$ cat src/rtl/ddma_pkg.sv
// ddma_pkg: shared types and widths for the packet DMA engine.
package ddma_pkg;
  typedef enum logic [2:0] {IDLE, RD, TX, RX, DONE} state_t;
  typedef enum logic {OP_SEND = 1'b0, OP_RECV = 1'b1} op_t;
  localparam int LEN_W = 16;
  localparam int CNT_W = LEN_W + 1;
endpackage

$ cat src/rtl/ddma_rx_fifo.sv
// ddma_rx_fifo: receive flit FIFO with show-ahead output and wrapping pointers.
module ddma_rx_fifo #(
  parameter int WIDTH = 32,
  parameter int DEPTH_LOG2 = 3
) (
  input  logic             clock,
  input  logic             reset,
  input  logic             push,
  input  logic             pop,
  input  logic [WIDTH-1:0] din,
  output logic [WIDTH-1:0] dout,
  output logic             full,
  output logic             empty
);
  logic [WIDTH-1:0] mem [2**DEPTH_LOG2];
  logic [DEPTH_LOG2-1:0] wp, rp;
  logic [DEPTH_LOG2:0] cnt;
  logic do_push, do_pop;
  assign empty = cnt == '0;
  assign full = cnt[DEPTH_LOG2];
  assign do_pop = pop & ~empty;
  // a pop frees a slot in the same cycle, so a full FIFO can still take a push
  assign do_push = push & (~full | do_pop);
  assign dout = mem[rp];
  always_ff @(posedge clock) begin
    if (reset) begin
      wp <= '0;
      rp <= '0;
      cnt <= '0;
    end else begin
      if (do_push) begin
        mem[wp] <= din;
        wp <= wp + DEPTH_LOG2'(1);
      end
      if (do_pop) rp <= rp + DEPTH_LOG2'(1);
      cnt <= cnt + (DEPTH_LOG2 + 1)'(do_push) - (DEPTH_LOG2 + 1)'(do_pop);
    end
  end
endmodule

$ cat src/rtl/ddma.sv
// ddma: packet DMA between a NoC local port and a scratchpad; SEND streams memory out, RECV stores one packet.
// Define DDMA_IRQ_EN for a sticky interrupt; otherwise irq is tied low and the CPU polls done.
module ddma
  import ddma_pkg::*;
#(
  parameter int MEMORY_BUS_WIDTH = 32,
  parameter int FLIT_WIDTH = 32,
  parameter int FIFO_DEPTH_LOG2 = 3
) (
  input  logic                        clock,
  input  logic                        reset,
  input  logic                        rx_i,
  input  logic [FLIT_WIDTH-1:0]       data_i,
  output logic                        credit_o,
  output logic                        tx_o,
  output logic [FLIT_WIDTH-1:0]       data_o,
  input  logic                        credit_i,
  output logic                        mem_en,
  output logic                        mem_we,
  output logic [MEMORY_BUS_WIDTH-1:0] mem_addr,
  output logic [MEMORY_BUS_WIDTH-1:0] mem_wdata,
  input  logic [MEMORY_BUS_WIDTH-1:0] mem_rdata,
  input  logic                        cmd_valid,
  output logic                        cmd_ready,
  input  logic                        cmd_op,
  input  logic [MEMORY_BUS_WIDTH-1:0] cmd_addr,
  input  logic [LEN_W-1:0]            cmd_len,
  output logic                        done,
  output logic                        truncated,
  output logic                        irq
);
  if (FLIT_WIDTH != MEMORY_BUS_WIDTH) begin : g_width_check
    $error("ddma: FLIT_WIDTH must equal MEMORY_BUS_WIDTH");
  end
  state_t state, nxt;
  op_t op;
  logic [MEMORY_BUS_WIDTH-1:0] addr;
  logic [LEN_W-1:0] len, rem;
  logic [CNT_W-1:0] cnt;
  logic [FLIT_WIDTH-1:0] data_r, fifo_dout;
  logic ld, trunc, fifo_full, fifo_empty, pop, accept, rx_last;
  ddma_rx_fifo #(.WIDTH(FLIT_WIDTH), .DEPTH_LOG2(FIFO_DEPTH_LOG2)) u_fifo (
    .clock(clock),
    .reset(reset),
    .push(rx_i & credit_o),
    .pop(pop),
    .din(data_i),
    .dout(fifo_dout),
    .full(fifo_full),
    .empty(fifo_empty)
  );
  assign credit_o = ~fifo_full;
  assign cmd_ready = state == IDLE;
  assign accept = cmd_valid & cmd_ready;
  assign done = state == DONE;
  assign truncated = done & (op == OP_RECV) & trunc;
  // read data arrives during the first TX cycle; present it directly, then hold it
  assign data_o = ld ? mem_rdata : data_r;
  always_ff @(posedge clock) state <= reset ? IDLE : nxt;
  always_comb begin
    nxt = state;
    pop = 1'b0;
    mem_en = 1'b0;
    mem_we = 1'b0;
    mem_addr = '0;
    mem_wdata = '0;
    tx_o = 1'b0;
    rx_last = 1'b0;
    case (state)
      IDLE: if (accept) nxt = (cmd_op == OP_RECV) ? RX : (cmd_len == '0) ? DONE : RD;
      RD: begin
        mem_en = 1'b1;
        mem_addr = addr + MEMORY_BUS_WIDTH'(cnt);
        nxt = TX;
      end
      TX: begin
        tx_o = 1'b1;
        if (credit_i) nxt = (cnt + CNT_W'(1) == {1'b0, len}) ? DONE : RD;
      end
      RX: begin
        pop = ~fifo_empty;
        mem_en = pop & (cnt < {1'b0, len});
        mem_we = mem_en;
        mem_addr = mem_en ? addr + MEMORY_BUS_WIDTH'(cnt) : '0;
        mem_wdata = mem_en ? fifo_dout : '0;
        rx_last = pop & ((cnt == CNT_W'(1)) ? (fifo_dout[LEN_W-1:0] == '0)
                                            : (cnt > CNT_W'(1)) & (rem == LEN_W'(1)));
        if (rx_last) nxt = DONE;
      end
      DONE: nxt = IDLE;
      default: nxt = IDLE;
    endcase
  end
  always_ff @(posedge clock) begin
    if (reset) begin
      op <= OP_SEND;
      addr <= '0;
      len <= '0;
      cnt <= '0;
      rem <= '0;
      ld <= 1'b0;
      data_r <= '0;
      trunc <= 1'b0;
    end else begin
      ld <= state == RD;
      if (ld) data_r <= mem_rdata;
      if (accept) begin
        op <= op_t'(cmd_op);
        addr <= cmd_addr;
        len <= cmd_len;
        cnt <= '0;
        trunc <= 1'b0;
      end
      if (tx_o & credit_i) cnt <= cnt + CNT_W'(1);
      if (pop) begin
        cnt <= cnt + CNT_W'(1);
        if (cnt >= {1'b0, len}) trunc <= 1'b1;
        if (cnt == CNT_W'(1)) rem <= fifo_dout[LEN_W-1:0];
        else if (cnt > CNT_W'(1)) rem <= rem - LEN_W'(1);
      end
    end
  end
`ifdef DDMA_IRQ_EN
  logic irq_r;
  // sticky: raised on completion or on a packet waiting while idle, cleared by the next command
  always_ff @(posedge clock)
    irq_r <= reset ? 1'b0 : accept ? 1'b0 : (done | (state == IDLE & ~fifo_empty)) ? 1'b1 : irq_r;
  assign irq = irq_r;
`else
  assign irq = 1'b0;
`endif
endmodule

$ cat config.mk
export PLATFORM = sky130hd
export DESIGN_NAME = ddma
export DESIGN_NICKNAME = d
export VERILOG_FILES = /design/src/rtl/ddma_pkg.sv /design/src/rtl/ddma_rx_fifo.sv /design/src/rtl/ddma.sv
export SDC_FILE = /design/constraint.sdc
export NUM_CORES = 1
export LEC_CHECK = 0
export CAP_MARGIN = 5
export CORE_MARGIN = 3
export CORE_UTILIZATION = 35
export CTS_CLUSTER_DIAMETER = 120
export CTS_CLUSTER_SIZE = 8
export DETAILED_ROUTE_END_ITERATION = 8
export PLACE_DENSITY = 0.62
export SLEW_MARGIN = 20
export SYNTH_ARGS = -nofsm -noshare
export SYNTH_HDL_FRONTEND = slang
export SYNTH_SLANG_ARGS = --single-unit
export TNS_END_PERCENT = 10
$ cat constraint.sdc
create_clock -name clock -period 4.9 [get_ports clock]
set_input_delay 0.735 -clock clock [delete_from_list [all_inputs] [get_ports clock]]
set_output_delay 0.735 -clock clock [all_outputs]
set_load 0.005 [all_outputs]
==> impl_summary.log <==
INFO  metric initial_utilization = 0.3554
INFO  metric worst-slew-pin-transition = 922.9 ps
INFO  metric cts.reportedPaths.clkPinSlew = 50 ps
INFO  metric timing.critical_path.max_delay_family = compound AO/OA/AOI/OAI gates
INFO  metric maxClockFrequency = 214.9 MHz
INFO  metric worstSkewPairLatency = 600 ps
INFO  metric ff2ff_path_depth = 8
INFO  metric ff2ff_setup_slack = 1490 ps
INFO  metric timing.final.setup_violations = 0
INFO  metric core_area = 51,610 um^2
INFO  metric mappedNetlistArea = 18,340 um^2
INFO  metric crit_path_max_incr_delay = 560 ps
INFO  metric netlist_top_cells_area = sky130_fd_sc_hd__edfxtp_1 42%, sky130_fd_sc_hd__dfxtp_1 14%, sky130_fd_sc_hd__mux4_2 8.1%
INFO  metric post-cts-setup-buffer-count = 0
INFO  metric cts.root.buffer_cell = sky130_fd_sc_hd__clkbuf_16
INFO  metric synth.ff_latch_count = 388
INFO  metric synthDistinctLibCells = 70
INFO  metric placed_cell_area = 21,370 um^2
INFO  metric crit_path_start_kind = flop
INFO  metric share_of_yosys_cell_area_claimed_by_the_top_area_cell_type = 0.4191
INFO  metric cts.hold.buffers_added = 0
INFO  metric synth.yosys.warnings = 0
INFO  metric fin_total_pwr = 9141 uW
INFO  metric grt_pass1_wl = 78.36 mm
INFO  metric remaining_drc_errors = 0
INFO  metric fin_skew = 21.05 ps
INFO  metric crit_path_cell_trace = buf_4 > ha_1 > a211o_1 > or3_1 > o32a_1 > a21o_1 > and4_1 > nor4_1 > clkdlybuf4s50_1
INFO  metric via_count_of_the_first_global_routing_pass = 13,570
INFO  metric drive_gt1_frac = 0.1288
INFO  metric finalCritPeriodShare = 0.9495
INFO  metric netlist.top_cell.by_area = sky130_fd_sc_hd__edfxtp_1
INFO  metric timing.critical_path.fanout_max = 8
INFO  metric routed-via-count = 13,420
INFO  metric worstHoldEndpoint = addr[31]
INFO  metric pwr_density_cell = 398.5 nW/um^2
INFO  metric critPathRequiredTime = 4160 ps
INFO  metric cts_max_level = 2
INFO  metric grt_antenna_before_repair = 1
INFO  metric maxCapViolCount = 0
INFO  metric globalRouteTotalUtil = 0.1782
INFO  metric maximum_number_of_pins_on_one_net_before_global_route_repair = 55
INFO  metric timing.setup.tns = 0 ps
INFO  metric detailedPlacementHpwl = 33.33 mm
INFO  metric antenna_left = 0
INFO  metric final_worst_setup_slack = 247.5 ps
INFO  metric clock_sink_total = 388
INFO  metric worst_hold_path_depth = 2
INFO  metric gpl.final_weighted_congestion = 0.8843
INFO  metric mostFrequentLayoutCells = 256 x sky130_fd_sc_hd__edfxtp_1, 219 x sky130_fd_sc_hd__clkdlybuf4s50_1, 192 x sky130_fd_sc_hd__nand2_1, 128 x sky130_fd_sc_hd__dfxtp_1, 121 x sky130_fd_sc_hd__a21oi_1
INFO  metric slowest_cell_on_the_critical_path = sky130_fd_sc_hd__clkdlybuf4s50_1
INFO  metric setup_repair_after_global_routing_missed_its_margin = false
INFO  metric async_flop_share = 0
INFO  metric synth_area_per_cell = 11.69 um^2
INFO  metric die-area = 55,190 um^2
INFO  metric finalCriticalPeriod = 4653 ps
INFO  metric detailedRoute.firstIterationViolations = 1,119
INFO  metric place_ws = 725.2 ps
INFO  metric finalNetCount = 1,953
INFO  metric crit-reg2reg-launch = cnt[1]
INFO  metric route.final.wire_length = 50.11 mm
INFO  metric cts_tree = built
INFO  metric synth.net_count = 1,733
INFO  metric timing.hold.worst.start = addr[31]
INFO  metric io_pins = 222
INFO  metric worst_setup_path_end_kind = output pin
INFO  metric layout.cells.most_common = sky130_fd_sc_hd__edfxtp_1
INFO  metric critical_path_arrival = 3920 ps
INFO  metric place.port_buffers = 220
INFO  metric post_synth_inst_count = 1,569
INFO  metric worst_hold_path_type = reg2reg
INFO  metric power_leakage = 0.007752 uW
INFO  metric die_width = 234.9 um
INFO  metric numCtsBuffers = 54
INFO  metric synthToLayoutAreaGrowth = 25.05%
INFO  metric non_filler_cell_area_final = 22,940 um^2
INFO  metric critical_register_to_register_path_endpoint = state[2]
INFO  metric synth_sequential_area_ratio = 0.5631
INFO  metric floorplan.rows = 83
INFO  metric post_synth_edffs = 256
INFO  metric crit_type = reg2out
INFO  metric max-vdd-ir-drop = 293.7 uV
INFO  metric worst_slew_margin_relative_to_its_limit = 0.3848
INFO  metric vias_per_cell = 5.390
INFO  metric report.final.hold_viol_count = 0
INFO  metric slew_viol_final = 0
INFO  metric chipHeight = 234.9 um
INFO  metric ctsLongestPathBuffers = 3
INFO  metric route.detailed.wl_per_inst = 20.12 um
INFO  metric synth-main-ff-cell = sky130_fd_sc_hd__edfxtp_1
INFO  metric outcome = complete, no violations
INFO  metric worst-path-buf-inv = 2
INFO  metric detail_route.first_pass.iterations = 5
INFO  metric congestion_overflow_gr = 0
registers in the layout (all words and copies together), names as in the netlist, named ones only:
signal / cells
trunc: 1
len: 16
rem: 16
u_fifo.cnt: 4
u_fifo.rp: 3
op: 1
data_r: 32
state: 3
u_fifo.wp: 3
ld: 1
addr: 32
u_fifo.mem: 256
cnt: 17
worst max path at each step:
| stage | startpoint | end | depth (start not counted) |
|---|---|---|---|
| final | cnt[7] | mem_addr[18] | 9 |
| after CTS | cnt[0] | mem_addr[22] | 11 |
| after global routing | cnt[1] | mem_addr[31] | 9 |
| after global placement | cnt[11] | mem_addr[18] | 9 |
| after floorplan | rx_i | u_fifo.mem[1][0] | 4 |
| after detailed placement | cnt[0] | mem_addr[22] | 11 |
report_power, final:
part | internal [uW] | switching, uW
registers | 3700 | 140
clock network | 2040 | 1370
logic | 843 | 1050
cells by family after synthesis:
group | count (synthesis) | share of synthesized area
AND/OR/NAND/NOR | 523 | 0.1381
flip-flops | 388 | 0.5631
AO/OA/AOI/OAI | 296 | 0.09768
buffers and inverters | 147 | 0.03240
multiplexers | 128 | 0.1172
adder cells (fa/ha/maj) | 46 | 0.03219
XOR/XNOR | 40 | 0.01910
other | 1 | 0.0002044
worst min-delay path, cell delays in order, from the launching register on:
cell and delay [ps]:
sky130_fd_sc_hd__dfxtp_1 310, sky130_fd_sc_hd__nand2_1 50, sky130_fd_sc_hd__a21oi_1 50
cell type report:
class	instances	area, um^2
timing repair buffer	261	2540
antenna	1	2.502
tap	680	850.8
clock buffer	72	1419
sequential	388	10340
multi-input combinational	1034	7501
clock inverter	4	98.84
fill	4748	28670
inverter	50	187.7
stage by stage:
| step | utilization | instances | hold WS, ps |
|---|---|---|---|
| floorplan | - | 1569 | 427.6 |
| global placement | 0.4140 | 2412 | 444.0 |
| detailed placement | 0.4140 | 2412 | 447.0 |
| CTS | 0.4434 | 2488 | 454.1 |
| global route | 0.4444 | 2489 | 472.0 |
| finish | 0.4445 | 2490 | 455.3 |
cells in the mapped netlist (4+ instances only):
master                     instances
sky130_fd_sc_hd__o31ai_1           7
sky130_fd_sc_hd__o211ai_1          9
sky130_fd_sc_hd__buf_1            18
sky130_fd_sc_hd__nand4b_1          4
sky130_fd_sc_hd__and2_1           39
sky130_fd_sc_hd__edfxtp_1        256
sky130_fd_sc_hd__nor3_1           31
sky130_fd_sc_hd__nor4_1           25
sky130_fd_sc_hd__nand3_1          21
sky130_fd_sc_hd__nor2b_1           9
sky130_fd_sc_hd__a21o_1           14
sky130_fd_sc_hd__mux2_2           34
sky130_fd_sc_hd__and4_1            4
sky130_fd_sc_hd__a21oi_1         122
sky130_fd_sc_hd__buf_2            15
sky130_fd_sc_hd__or4_1            13
sky130_fd_sc_hd__mux4_2           66
sky130_fd_sc_hd__a211oi_1         18
sky130_fd_sc_hd__or2_2             8
sky130_fd_sc_hd__ha_1             44
sky130_fd_sc_hd__a22oi_1          10
sky130_fd_sc_hd__or3_1            14
sky130_fd_sc_hd__o22ai_1          12
sky130_fd_sc_hd__nor3b_1           6
sky130_fd_sc_hd__a31oi_1          15
sky130_fd_sc_hd__clkbuf_1         59
sky130_fd_sc_hd__o21ai_0          56
sky130_fd_sc_hd__inv_1            49
sky130_fd_sc_hd__mux2i_1          28
sky130_fd_sc_hd__nand2b_1         12
sky130_fd_sc_hd__nand2_1         192
sky130_fd_sc_hd__xor2_1           14
sky130_fd_sc_hd__dfxtp_1         132
sky130_fd_sc_hd__nor2_1          113
sky130_fd_sc_hd__and3_1           12
sky130_fd_sc_hd__nand4_1          10
sky130_fd_sc_hd__xnor2_1          26
repair_timing:
item                                    CTS  global route
endpoints found under the setup margin    0            12
gates resized for setup                   0             7
hold endpoints to repair                  0             0
layer usage:
layer / up-vias / GRT usage / wire length, um
met4: 0 / 0.05175 / 1050
met2: 496 / 0.2949 / 23890
met5: - / 0 / 0
li1: 6254 / - / -
met1: 6584 / 0.2355 / 21550
met3: 87 / 0.03920 / 3623
Note: power is estimated with default switching activity, not from simulation.
